<file path="src/rtl/covid_nios2_qsys_0_oci_dct_packer.sv">
// Packs 2-bit DCT branch codes into 30-bit frames of up to 15 codes and hands
// each frame downstream on a valid/ready handshake (full, flush or idle timeout).
module covid_nios2_qsys_0_oci_dct_packer #(
  parameter int unsigned TIMEOUT_CYCLES = 64
) (
  input  logic        clk,
  input  logic        reset_n,
  input  logic [1:0]  dct_code,
  input  logic        code_valid,
  input  logic        trace_enable,
  input  logic        flush,
  input  logic        frame_ready,
  output logic        frame_valid,
  output logic [29:0] dct_buffer,
  output logic [3:0]  dct_count,
  output logic        overflow,
  input  logic        overflow_clr
);

  localparam bit          TO_EN     = (TIMEOUT_CYCLES != 0);
  localparam logic [15:0] TO_THRESH = TO_EN ? 16'(TIMEOUT_CYCLES - 1) : 16'd0;

  logic [29:0] r_acc;
  logic [3:0]  r_acc_cnt;
  logic        r_flush_pend;
  logic [15:0] r_idle_cnt;
  logic        r_to_held;
  logic [29:0] r_buf;
  logic [3:0]  r_cnt;
  logic        r_frame_valid;
  logic        r_overflow;

  logic        w_out_free;
  logic        w_to_hit;
  logic        w_emit;
  logic        w_code_in;
  logic        w_accept;
  logic [29:0] w_slot_data;

  always_comb begin
    w_out_free  = !r_frame_valid || frame_ready;
    w_to_hit    = r_to_held || (TO_EN && (r_idle_cnt >= TO_THRESH));
    w_emit      = w_out_free && (r_acc_cnt != 4'd0) &&
                  ((r_acc_cnt == 4'd15) || r_flush_pend || w_to_hit);
    w_code_in   = code_valid && trace_enable;
    w_accept    = w_code_in && ((r_acc_cnt != 4'd15) || w_emit);
    // Unused slots are always zero, so OR-ing the shifted code writes slot acc_cnt.
    w_slot_data = {28'd0, dct_code} << {r_acc_cnt, 1'b0};
  end

  // NOTE: every register below updates with <= so all next-state terms see
  // start-of-cycle values, which is exactly what the emit/accept equations assume.
  always_ff @(posedge clk or negedge reset_n) begin
    if (!reset_n) begin
      r_acc         <= '0;
      r_acc_cnt     <= '0;
      r_flush_pend  <= 1'b0;
      r_idle_cnt    <= '0;
      r_to_held     <= 1'b0;
      r_buf         <= '0;
      r_cnt         <= '0;
      r_frame_valid <= 1'b0;
      r_overflow    <= 1'b0;
    end else begin
      if (w_emit) begin
        r_buf         <= r_acc;
        r_cnt         <= r_acc_cnt;
        r_frame_valid <= 1'b1;
        r_acc         <= w_accept ? {28'd0, dct_code} : 30'd0;
        r_acc_cnt     <= w_accept ? 4'd1 : 4'd0;
      end else begin
        if (r_frame_valid && frame_ready) begin
          r_buf         <= '0;
          r_cnt         <= '0;
          r_frame_valid <= 1'b0;
        end
        if (w_accept) begin
          r_acc     <= r_acc | w_slot_data;
          r_acc_cnt <= r_acc_cnt + 4'd1;
        end
      end

      // A flush coinciding with an emit only sticks if it brought a new code.
      if (w_emit)
        r_flush_pend <= flush && w_accept;
      else if (flush && ((r_acc_cnt != 4'd0) || w_accept))
        r_flush_pend <= 1'b1;

      if (w_accept || (r_acc_cnt == 4'd0))
        r_idle_cnt <= '0;
      else if (r_idle_cnt != 16'hFFFF)
        r_idle_cnt <= r_idle_cnt + 16'd1;

      r_to_held <= !w_emit && w_to_hit && (r_acc_cnt != 4'd0);

      if (w_code_in && !w_accept)
        r_overflow <= 1'b1;
      else if (overflow_clr)
        r_overflow <= 1'b0;
    end
  end

  assign frame_valid = r_frame_valid;
  assign dct_buffer  = r_buf;
  assign dct_count   = r_cnt;
  assign overflow    = r_overflow;

endmodule

</file>
<file path="config.mk">
export PLATFORM = sky130hd
export DESIGN_NAME = covid_nios2_qsys_0_oci_dct_packer
export DESIGN_NICKNAME = d
export VERILOG_FILES = /design/src/rtl/covid_nios2_qsys_0_oci_dct_packer.sv
export SDC_FILE = /design/constraint.sdc
export NUM_CORES = 1
export LEC_CHECK = 0
export CAP_MARGIN = 20
export CORE_AREA = 2 2 71 140
export CTS_CLUSTER_DIAMETER = 200
export DETAILED_ROUTE_END_ITERATION = 10
export DIE_AREA = 0 0 73 142
export GPL_ROUTABILITY_DRIVEN = 0
export PLACE_DENSITY = 0.72
export SYNTH_ARGS = -nofsm -noshare
export SYNTH_HDL_FRONTEND = slang
export SYNTH_SLANG_ARGS = --single-unit
</file>
<file path="constraint.sdc">
create_clock -name clk -period 2.2 [get_ports clk]
set_input_delay 0.44 -clock clk [delete_from_list [all_inputs] [get_ports clk]]
set_output_delay 0.44 -clock clk [all_outputs]
set_load 0.1 [all_outputs]
</file>
==> impl_metrics.toml <==
[run_status]
status = "complete, no violations"

[timing]
whs_ns = 0.113
skew_ns = 0.00758
relSlewSlack_pct = 56.8
setup_viol = 0
worstMarginPinSlew_ns = 0.647
finalCriticalPeriod_ns = 1.99
hold_viol_final = 0
rsz0062_at_grt = "false"
layout_worst_path_cycle_share_pct = 90.3
finalSetupTns_ns = 0
final_max_slew_viol_count = 0
fmax_mhz = 503

[global_route]
antenna_found_initial = 0
grt.overflow.total = 0
grt_pass1_wl_mm = 15.5
grt_pass1_vias = 3187
grt_usage_pct = 19.3
grt_start_max_net_pins = 50

[cells_and_area]
final_area_um2 = 4900
final_cell_mix = "88 x dfrtp_1, 50 x nand2_1, 47 x buf_4, 42 x nor2_1, 40 x mux2i_1"
syn_to_final_growth_pct = 20.1
drive_above_1_share_pct = 15.9
utilization_pct = 52.6
fillers = 826
final_net_count = 473
diodes = 0
final_common_cell = "dfrtp_1"

[logic_synthesis]
synthCells = 411
syn_nets = 423
avgSynthCellArea_um2 = 9.93
ys_types = 52
synth_warnings = 0
synth_area_um2 = 4080
synth-seq-area-share_pct = 54.0
synth_seq_cells = 88

[drt]
wl_per_cell_um = 16.1
routed_wl_mm = 9.16
ant_nets = 0
drt-initial-drc-count = 93
vias_per_cell = 5.45
dr.pass1.iters = 6
vias = 3108
post-route-drc-count = 0

[clock_network]
clkTransAtPathRegs_ns = 0.06
cts_tree = "yes"
clock_latency_ns = 0.34
cts-resized-gates = 0
clkSinkCount = 88
cts-root-buf = "clkbuf_16"
post-cts-setup-buffers = 0
holdBufCountCts = 0
cts_max_level = 3
clockBufferDepth = 2
cts_buffers = 9

[floorplan]
core_um2 = 9320
boundaryPins = 45
dieArea_um2 = 10400
start_util_pct = 43.8
die_x_um = 73
fp-row-count = 50
die_y_um = 142

[place]
io_buffers = 44
dp_hpwl_mm = 6.71
place_area_um2 = 4610

[critical_path]
critPathTopFamily = "simple AND/OR/NAND/NOR gates"
slowest_stage = "dfrtp_1"
path_class = "flip-flop to flip-flop"
cp.required_ns = 2.46
max_stage_delay_ns = 0.38
cp_max_fo = 20
worstPathBufferInverterCount = 2
worstPathArrival_ns = 2.24
path_cells = "inv_1, ha_1, or3b_1, nand2_1, o21bai_4, buf_12, mux2i_1"
end_kind = "flip-flop"
critPathLaunchType = "flip-flop"

[pwr]
power_leakage_uw = 0.00238
ir_drop_v = 0.000536
pwr_density_cell_nw_per_um2 = 1180

[job]
drv_cap = 0

[hold_path]
hold_path.class = "input port to asynchronous set/reset pin"
[power by group]
part | internal (µW) | leakage (µW) | switching [µW] | total (µW)
Combinational | 700 | 0.00103 | 1650 | 2350
Sequential | 1840 | 0.00121 | 143 | 1990
Clock | 834 | 0.000140 | 615 | 1450
[logic make-up after synthesis]
kind of cell             after synthesis  synth area share, %
AND/OR/NAND/NOR                      157                 18.9
AO/OA/AOI/OAI                         66                 9.91
XOR/XNOR                               3                0.644
buffers and inverters                 54                 5.86
multiplexers                          40                 9.81
flip-flops                            88                 54.0
adder cells (fa/ha/maj)                3                0.920
[worst paths after layout]
| path | cells past startpoint | from | slack, ns | endpoint |
|---|---|---|---|---|
| max | 7 | r_acc_cnt[1] | 0.21 | dct_count[2] |
| min | 1 | reset_n | 0.11 | dct_buffer[27] |
| max reg2reg | 7 | r_acc_cnt[1] | 0.21 | dct_count[2] |
| min reg2reg | 2 | r_acc[10] | 0.50 | r_acc[10] |
| max in group asynchronous | 2 | reset_n | 1.42 | frame_valid |
| min in group clk | 2 | r_acc[10] | 0.50 | r_acc[10] |
[cell usage after synthesis, drive strengths merged]
library cell  instances  share of area (%)
nor2b                 2               0.31
o41ai                 1               0.21
o211ai                3               0.55
a21oi                34                4.2
nand2b                5               0.77
o21ai                 9                1.1
clkbuf               10                1.2
a311oi                2               0.43
o21bai                1               0.28
nor4b                 1               0.21
o22ai                 1               0.15
ha                    3               0.92
and3                  3               0.46
o2bb2ai               1               0.21
nand3                14                2.0
o31ai                 1               0.18
a2111oi               1               0.21
buf                   9                1.5
o2111ai               2               0.43
inv                  35                3.2
mux2i                40                9.8
and2                  6               0.92
xnor2                 3               0.64
or2                   2               0.31
o32ai                 1               0.21
nand2                50                4.6
a31o                  1               0.21
dfrtp                88                 54
nor2                 42                3.9
nor4                  4               0.77
o21ba                 1               0.25
a31oi                 2               0.31
or4b                  1               0.25
o221ai                2               0.43
nor3                  9                1.1
a211oi                1               0.18
or3                   3               0.52
nand4                 6                1.1
or3b                  1               0.21
nor3b                 1               0.18
and3b                 1               0.21
nand3b                6                1.1
a21boi                2               0.37
[sequential cells by signal, summed over array words and instances, names as in the netlist]
| register | count |
|---|---|
| dct_buffer | 30 |
| dct_count | 4 |
| overflow | 1 |
| r_acc | 30 |
| r_flush_pend | 1 |
| frame_valid | 1 |
| r_idle_cnt | 16 |
| r_to_held | 1 |
| r_acc_cnt | 4 |
[through the flow]
stage / setup WS [ns] / instances / power [µW]
3_3_place_gp: 0.170 / 554 / 4330
6_report: 0.213 / 570 / 5790
4_1_cts: 0.219 / 570 / 5840
3_5_place_dp: 0.128 / 554 / 4380
2_1_floorplan: 0.125 / 411 / 3740
5_1_grt: 0.0682 / 570 / 6070
[metal layers]
metal | GRT usage (%) | part of all wire (%) | vias up
li1 | - | - | 1497
met4 | 8.58 | 2.9 | 0
met1 | 22.8 | 39 | 1526
met5 | 0 | 0 | -
met2 | 33.1 | 55 | 69
met3 | 3.61 | 3.3 | 16
[area by class of cell]
cell class | count | area [µm²] | area share, %
clock buffer | 13 | 260 | 5.31
multi-input combinational | 269 | 1650 | 33.6
sequential | 88 | 2200 | 44.9
clock inverter | 3 | 26.3 | 0.536
inverter | 35 | 131 | 2.68
timing repair buffer | 58 | 503 | 10.3
tap | 104 | 130 | 2.66
Note: power is estimated with default switching activity, not from simulation.
